**config.mk**
```make
export PLATFORM = sky130hd
export DESIGN_NAME = prio_grant_sched
export DESIGN_NICKNAME = d
export VERILOG_FILES = /design/src/rtl/prio_grant_sched_pkg.sv /design/src/rtl/prio_sched_wait_cnt.sv /design/src/rtl/prio_grant_sched.sv
export SDC_FILE = /design/constraint.sdc
export NUM_CORES = 1
export LEC_CHECK = 0
export CAP_MARGIN = 15
export CORE_MARGIN = 5
export CORE_UTILIZATION = 50
export CTS_CLUSTER_SIZE = 8
export DETAILED_ROUTE_END_ITERATION = 16
export GPL_TIMING_DRIVEN = 0
export MAX_ROUTING_LAYER = met4
export PLACE_DENSITY = 0.77
export SLEW_MARGIN = 20
export SYNTH_ARGS = -nofsm -noshare
export SYNTH_HDL_FRONTEND = slang
export SYNTH_SLANG_ARGS = --single-unit
```
**constraint.sdc**
```tcl
create_clock -name clk -period 3.4 [get_ports clk]
set_input_delay 0.68 -clock clk [delete_from_list [all_inputs] [get_ports clk]]
set_output_delay 0.68 -clock clk [all_outputs]
set_load 0.02 [all_outputs]
```
**src/rtl/prio_grant_sched_pkg.sv**
```systemverilog
// Shared definitions for the four-requester priority grant scheduler:
// state encoding, requester count and the fixed-priority pick function.
package prio_grant_sched_pkg;

    localparam int NREQ = 4;

    localparam logic [1:0] IDLE  = 2'd0;
    localparam logic [1:0] GRANT = 2'd1;
    localparam logic [1:0] TURN  = 2'd2;

    typedef struct packed {
        logic       vld;
        logic [1:0] idx;
    } pick_t;

    // Lowest-index starved candidate wins; with none starved, lowest-index
    // candidate wins. The caller passes only eligible requesters in req.
    function automatic pick_t pick4(input logic [NREQ-1:0] req,
                                    input logic [NREQ-1:0] starved);
        pick_t           r;
        logic [NREQ-1:0] cand;
        r    = '0;
        cand = ((req & starved) != '0) ? (req & starved) : req;
        for (int i = NREQ - 1; i >= 0; i--) begin
            if (cand[i]) begin
                r.vld = 1'b1;
                r.idx = 2'(i);
            end
        end
        return r;
    endfunction

endpackage

```
**src/rtl/prio_sched_wait_cnt.sv**
```systemverilog
// Per-requester saturating wait counter. Counts cycles a requester spends
// asking without holding the grant; flags it starved at the limit.
module prio_sched_wait_cnt
    import prio_grant_sched_pkg::*;
#(
    parameter int STARVE_LIMIT = 16,
    parameter int WCW          = 5
) (
    input  logic clk,
    input  logic rst_n,
    input  logic req_i,
    input  logic gnt_i,
    output logic starved
);

    logic [WCW-1:0] wait_cnt_q;
    logic [WCW-1:0] wait_cnt_d;

    // Clear while granted or idle, otherwise count up and stick at the limit.
    always_comb begin
        wait_cnt_d = wait_cnt_q;
        if (!req_i || gnt_i) begin
            wait_cnt_d = '0;
        end else if (wait_cnt_q != WCW'(STARVE_LIMIT)) begin
            wait_cnt_d = wait_cnt_q + WCW'(1);
        end
    end

    // Counter register, cleared asynchronously.
    always_ff @(posedge clk or negedge rst_n) begin
        if (!rst_n) begin
            wait_cnt_q <= '0;
        end else begin
            wait_cnt_q <= wait_cnt_d;
        end
    end

    assign starved = (wait_cnt_q == WCW'(STARVE_LIMIT));

endmodule

```
**src/rtl/prio_grant_sched.sv**
```systemverilog
// Four-requester fixed-priority scheduler with a per-ownership hold limit,
// a one-cycle dead turn between owners, and starvation aging.
// All outputs are registered and decoded from the next state / next owner.
module prio_grant_sched
    import prio_grant_sched_pkg::*;
#(
    parameter int MAX_HOLD     = 8,
    parameter int STARVE_LIMIT = 16,
    parameter int HCW          = 4,
    parameter int WCW          = 5
) (
    input  logic       clk,
    input  logic       rst_n,
    input  logic [3:0] req,
    output logic [3:0] gnt,
    output logic [1:0] gnt_id,
    output logic       busy,
    output logic       expire
);

    logic [1:0]     state_q, state_d;
    logic [1:0]     owner_q, owner_d;
    logic [HCW-1:0] hold_q, hold_d;
    logic [3:0]     gnt_q, gnt_d;
    logic [1:0]     gnt_id_q, gnt_id_d;
    logic           busy_q, busy_d;
    logic           expire_q, expire_d;

    logic [3:0]     starved;
    logic [3:0]     others;
    logic [3:0]     elig;
    pick_t          win;

    for (genvar i = 0; i < NREQ; i++) begin : g_wait
        prio_sched_wait_cnt #(
            .STARVE_LIMIT (STARVE_LIMIT),
            .WCW          (WCW)
        ) u_wait (
            .clk     (clk),
            .rst_n   (rst_n),
            .req_i   (req[i]),
            .gnt_i   (gnt_q[i]),
            .starved (starved[i])
        );
    end

    // Next-state, next-owner and hold logic; outputs decoded from the next values.
    always_comb begin
        state_d  = state_q;
        owner_d  = owner_q;
        hold_d   = hold_q;
        expire_d = 1'b0;
        // In TURN the outgoing owner only gets back in if nobody else asks.
        others   = req & ~(4'b0001 << owner_q);
        elig     = req;
        win      = '0;
        case (state_q)
            IDLE: begin
                win = pick4(elig, starved);
                if (win.vld) begin
                    state_d = GRANT;
                    owner_d = win.idx;
                    hold_d  = HCW'(1);
                end
            end
            GRANT: begin
                if (!req[owner_q]) begin
                    state_d = TURN;
                end else if (hold_q == HCW'(MAX_HOLD)) begin
                    state_d  = TURN;
                    expire_d = 1'b1;
                end else begin
                    hold_d = hold_q + HCW'(1);
                end
            end
            TURN: begin
                elig = (others != 4'b0000) ? others : req;
                win  = pick4(elig, starved);
                if (win.vld) begin
                    state_d = GRANT;
                    owner_d = win.idx;
                    hold_d  = HCW'(1);
                end else begin
                    state_d = IDLE;
                end
            end
            default: begin
                state_d = IDLE;
                owner_d = 2'd0;
                hold_d  = '0;
            end
        endcase
        gnt_d    = (state_d == GRANT) ? (4'b0001 << owner_d) : 4'b0000;
        gnt_id_d = (state_d == GRANT) ? owner_d : 2'd0;
        busy_d   = (state_d == GRANT);
    end

    // State, counters and output registers, all cleared asynchronously.
    always_ff @(posedge clk or negedge rst_n) begin
        if (!rst_n) begin
            state_q  <= IDLE;
            owner_q  <= 2'd0;
            hold_q   <= '0;
            gnt_q    <= 4'b0000;
            gnt_id_q <= 2'd0;
            busy_q   <= 1'b0;
            expire_q <= 1'b0;
        end else begin
            state_q  <= state_d;
            owner_q  <= owner_d;
            hold_q   <= hold_d;
            gnt_q    <= gnt_d;
            gnt_id_q <= gnt_id_d;
            busy_q   <= busy_d;
            expire_q <= expire_d;
        end
    end

    assign gnt    = gnt_q;
    assign gnt_id = gnt_id_q;
    assign busy   = busy_q;
    assign expire = expire_q;

endmodule

```
==> key figures, run 1 <==
Worst setup path
  – Required @ worst endpoint: 3.59 ns
  – Worst setup SP type: primary input
  – CP Class: primary input to flop
  – CP bufs+invs: 2
  – Kind of cell adding the most delay to the critical path: compound AO/OA/AOI/OAI gates
  – Worst-path fanout max: 10
  – Crit-path slowest cell: clkdlybuf4s50_1
  – Cell chain of the critical path: clkdlybuf4s50_1 > buf_4 > nor3_1 > o311ai_1 > o311ai_1 > nand3_1 > a211oi_1 > a211oi_1
  – CP arrival: 2.76 ns
  – CP peak stage delay: 0.62 ns
  – CP endpoint kind: flop

Finish
  – Nets: 248
  – Layout overhead on the synthesized area: 13.95%
  – Share of post-route cells with drive strength above 1: 0.1416
  – Number of diodes: 0

Routing
  – Post-route antenna net violation count: 0
  – Drt wl/cell: 13.41 um
  – Final wirelength: 3.821 mm
  – Via count: 1563
  – 1st-iter DRT viols: 61
  – TritonRoute pass-1 iters: 4
  – DRC: 0
  – Vias per cell: 5.484

Clock network
  – Clock Sinks: 36
  – Hold-fix buffers, CTS: 0
  – Post-cts resize count: 0
  – TritonCTS clock tree: built
  – CTS clk-pin slew, worst paths: 0.07 ns
  – CTS H-Tree Depth: 2
  – Clk Latency, worst-skew pair: 0.29 ns
  – Root Buffer: clkbuf_8
  – CTS Buffer Depth: 2
  – TritonCTS Buffers: 5
  – Post-CTS Setup Inserts: 0

Global route
  – GRT Total Usage: 0.1616
  – Antenna violations before repair: 0
  – Global-route wire length before repair: 6.893 mm
  – Largest net degree at the start of global routing: 26
  – Number of global-route vias before repair: 1539
  – Gr ovfl total: 0

Synthesis
  – Post-synth EDFFs: 0
  – Top cells by count, synth: dfrtp_1 (36), nor2_1 (26), inv_1 (14)
  – Synth area leader: dfrtp_1
  – Count leader, synth: dfrtp_1
  – Syn nets: 227
  – Ys async rst share: 1.000
  – Post-synth cell types: 50
  – Yosys Warn Count: 0
  – Main synth FF type: dfrtp_1
  – Synth Register Bits: 36
  – Area contributors post-synth: dfrtp_1 (41%), ha_1 (5.8%), nor2_1 (4.5%)
  – Avg Inst Size Synth: 10.29 sq um
  – Area of the mapped netlist: 2171 sq um
  – Register area share after synthesis: 0.4150
  – Synth Instances: 211
  – Top-area cell type share of the netlist area: 0.4150

Placed design
  – Hpwl dp: 2.837 mm
  – Port Buffers: 13
  – Pre-CTS setup slack: 0.5220 ns
  – Final GP Congestion: 0.8948

Outcome
  – Status: complete, no violations

Floorplanning
  – I/O pins: 14
  – Chip width: 75.89 um
  – Rows: 24
  – Core Box Area: 4294 sq um
  – Die Y: 75.89 um
  – Die area: 5759 sq um
  – Starting density of the core: 0.5055

Pwr
  – Pwr Total: 1.587 mW
  – LEAKAGE: 1.114 nW
  – Maximum VDD drop: 0.0003618 V
  – Pwr/cell area: 641.6 nW/um^2

STA
  – Worst Tran Pin Value: 0.6596 ns
  – Final Skew: 0.004015 ns
  – Fin worst setup slack: 0.8218 ns
  – Relative slew slack: 0.5556
  – Min cycle time layout: 2.578 ns
  – # setup viols final: 0
  – Final hold vios: 0
  – Setup_tns: 0 ns
  – RSZ-0062 raised after global routing: no
  – F_max: 387.9 MHz
  – Fin crit share: 0.7583
  – Final Slew Violations: 0

Hold path
  – Min-delay worst type: primary input to async pin

Job
  – Max Cap Viol: 0
[flip-flops by register name (all words and copies together), names as in the netlist]
| name | count |
|---|---|
| owner_q | 2 |
| g_wait.u_wait.wait_cnt_q | 20 |
| gnt_id | 2 |
| hold_q | 4 |
| gnt | 4 |
| expire | 1 |
| state_q | 2 |
| busy | 1 |
[report_power, final]
| part | switching, mW | internal (mW) | total [mW] |
|---|---|---|---|
| clock network | 0.149 | 0.162 | 0.311 |
| logic | 0.329 | 0.306 | 0.634 |
| registers | 0.101 | 0.541 | 0.642 |
| total | 0.579 | 1.01 | 1.59 |
[through the flow]
step | std cells | instance area (sq um) | hold slack (ns) | util
after floorplan | 211 | 2171 | 0.3844 | -
after global placement | 276 | 2366 | 0.5177 | 0.5510
after detailed placement | 277 | 2381 | 0.5299 | 0.5545
after CTS | 285 | 2474 | 0.2718 | 0.5760
after global routing | 285 | 2474 | 0.2731 | 0.5760
final | 285 | 2474 | 0.2704 | 0.5760
[layer usage]
metal,global-route usage,vias up,share of wire
met5,-,-,0
met4,0.04272,0,0.014
met3,0.05277,7,0.021
met2,0.2405,14,0.47
met1,0.2119,766,0.49
li1,-,776,-
[cell families after synthesis]
family,after synthesis,synth area share
simple gates,78,0.1965
buf+inv,28,0.08587
flops,36,0.4150
mux,6,0.03343
compound gates,36,0.1430
xor+xnor,17,0.06859
fa+ha+maj,10,0.05764
[path summary, 6_finish.rpt]
kind,startpoint,end,slack [ns],depth (start not counted)
worst min register to register,g_wait[1].u_wait.wait_cnt_q[4],g_wait[1].u_wait.wait_cnt_q[4],0.54,2
worst max register to register,g_wait[1].u_wait.wait_cnt_q[0],gnt[3],1.09,9
worst min-delay path,rst_n,gnt[1],0.27,1
min in group clk,g_wait[1].u_wait.wait_cnt_q[4],g_wait[1].u_wait.wait_cnt_q[4],0.54,2
worst max-delay path,req[1],gnt[3],0.82,8
max in group asynchronous,rst_n,gnt[2],2.71,2
[placed cells by master (no fill, tap or decap), types with 2 or more instances in the layout]
master,n
dfrtp_1,36
nor2_1,26
inv_1,14
nand3_1,12
clkdlybuf4s50_1,12
xor2_1,10
ha_1,10
buf_4,7
nor3_1,7
clkbuf_8,7
o21ai_0,7
xnor2_1,7
buf_6,6
nand2b_1,6
nand2_1,6
mux2i_1,5
and4bb_1,4
a21oi_1,4
nor2b_1,4
o311ai_1,3
a211oi_1,3
nand3b_1,2
and2b_1,2
nand4_1,2
clkinv_2,2
[layout make-up]
type / count / area (sq um)
Sequential cell: 36 / 900.9
Buffer: 14 / 133.9
Fill cell: 382 / 1821
Tap cell: 52 / 65.06
Timing Repair Buffer: 14 / 145.1
Clock inverter: 2 / 10.01
Multi-Input combinational cell: 147 / 1084
Clock buffer: 6 / 82.58
Inverter: 14 / 52.55
(Power assumes the default switching activity.)
==> run 2: changes to the inputs <==
==> constraint.sdc (replaced) <==
create_clock -name clk -period 2.54 [get_ports clk]
set_input_delay 0.508 -clock clk [delete_from_list [all_inputs] [get_ports clk]]
set_output_delay 0.508 -clock clk [all_outputs]
set_load 0.02 [all_outputs]
==> key figures, run 2 (same netlist as run 1, synthesis figures left out) <==
STA
  – # setup viols final: 0
  – Worst Tran Pin Value: 0.6651 ns
  – Setup_tns: 0 ns
  – Fin worst setup slack: 0.1970 ns
  – Min cycle time layout: 2.343 ns
  – Fin crit share: 0.9225
  – RSZ-0062 raised after global routing: no
  – Relative slew slack: 0.5519
  – F_max: 426.8 MHz
  – Final Skew: 0.002609 ns
  – Final Slew Violations: 0
  – Final hold vios: 0

Pwr
  – Pwr/cell area: 857.4 nW/um^2
  – Maximum VDD drop: 0.0004835 V
  – Pwr Total: 2.127 mW
  – LEAKAGE: 1.113 nW

Finish
  – Nets: 248
  – Number of diodes: 0
  – Commonest non-fill, non-tap cell in the layout: dfrtp_1
  – Most frequent cells in the layout: dfrtp_1 (36), nor2_1 (26), inv_1 (14)
  – Layout overhead on the synthesized area: 14.29%
  – Share of post-route cells with drive strength above 1: 0.1459
  – Largest register by flop count: g_wait.u_wait.wait_cnt_q
  – Final core utilization: 0.5778
  – Number of flip-flops under the largest register name: 20

Floorplanning
  – Rows: 24
  – I/O pins: 14
  – Chip width: 75.89 um
  – Die area: 5759 sq um
  – Core Box Area: 4294 sq um
  – Starting density of the core: 0.5055
  – Die Y: 75.89 um

Global route
  – Gr ovfl total: 0
  – Met3 usage: 0.05277
  – Antenna violations before repair: 0
  – GRT Total Usage: 0.1616
  – Number of global-route vias before repair: 1539
  – Most used routing layer: met2
  – M2 GR Usage: 0.2405
  – M1 GR Usage: 0.2119
  – Largest net degree at the start of global routing: 26
  – Global-route wire length before repair: 6.893 mm

Clock network
  – CTS clk-pin slew, worst paths: 0.07 ns
  – TritonCTS Buffers: 5
  – Clk Latency, worst-skew pair: 0.29 ns
  – Clock Sinks: 36
  – Root Buffer: clkbuf_8
  – TritonCTS clock tree: built
  – CTS H-Tree Depth: 2
  – CTS Buffer Depth: 2

Routing
  – TritonRoute pass-1 iters: 4
  – Post-route antenna net violation count: 0
  – Via count: 1575
  – Drt wl/cell: 13.40 um
  – Final wirelength: 3.820 mm
  – 1st-iter DRT viols: 59
  – DRC: 0
  – Vias per cell: 5.526

Placed design
  – Port Buffers: 13
  – Hpwl dp: 2.837 mm
  – Pre-CTS setup slack: -0.1660 ns
  – Final GP Congestion: 0.8948

Outcome
  – Status: complete, no violations

Job
  – Max Cap Viol: 0

Worst setup path
  – CP Class: primary input to flop
  – CP endpoint kind: flop
  – CP arrival: 2.57 ns
  – Worst setup SP type: primary input
  – Worst-path fanout max: 10
  – Required @ worst endpoint: 2.77 ns

Hold path
  – Min-delay worst type: primary input to async pin
run 2: cell counts in the layout (fill, tap and decap cells not counted):
No cell type changed its count.
run 2: layout make-up:
type                    count  area, sq um
multi-input cells         147         1091
plain buffers              14        133.9
well taps                  52        65.06
inverters                  14        52.55
flip-flops and latches     36        900.9
clock inverters             2        10.01
fillers                   380         1813
repair buffers             14        145.1
clock buffers               6        82.58
run 2: worst max-delay path, cell delays in order:
cell and delay [ns]:
clkdlybuf4s50_1 0.54, buf_4 0.24, o21a_1 0.18, o311ai_1 0.29, nand3_1 0.19, a211o_4 0.38
and4b_1 0.23
run 2: worst paths after layout:
path	startpoint	endpoint	slack, ns	depth (start not counted)
worst max register to register	g_wait[1].u_wait.wait_cnt_q[0]	gnt[3]	0.23	9
worst min register to register	g_wait[1].u_wait.wait_cnt_q[4]	g_wait[1].u_wait.wait_cnt_q[4]	0.54	2
worst min-delay path	rst_n	g_wait[1].u_wait.wait_cnt_q[3]	0.1	1
worst max-delay path	req[1]	gnt[0]	0.20	7
min in group clk	g_wait[1].u_wait.wait_cnt_q[4]	g_wait[1].u_wait.wait_cnt_q[4]	0.54	2
max in group asynchronous	rst_n	gnt[2]	2.03	2
run 2: metal layers:
metal | share of wire | vias up
met5 | 0 | -
met4 | 0.012 | 0
met3 | 0.024 | 6
met2 | 0.48 | 15
met1 | 0.48 | 775
li1 | - | 779
run 2: through the flow:
step | cell area [sq um] | hold slack, ns | cells
after floorplan | 2171 | 0.2124 | 211
after global placement | 2366 | 0.5177 | 276
after detailed placement | 2381 | 0.4128 | 277
after CTS | 2474 | 0.09982 | 285
after global routing | 2481 | 0.1011 | 285
final | 2481 | 0.09548 | 285
run 2: timing repair:
action	CTS	global route
setup buffers	0	0
endpoints found under the setup margin	0	1
gates resized for setup	0	1
hold buffers	0	0
run 2: report_power, final:
group,total [mW],internal [mW],switching [mW]
logic,0.852,0.409,0.443
clock network,0.417,0.216,0.201
registers,0.859,0.724,0.134
total,2.13,1.35,0.778
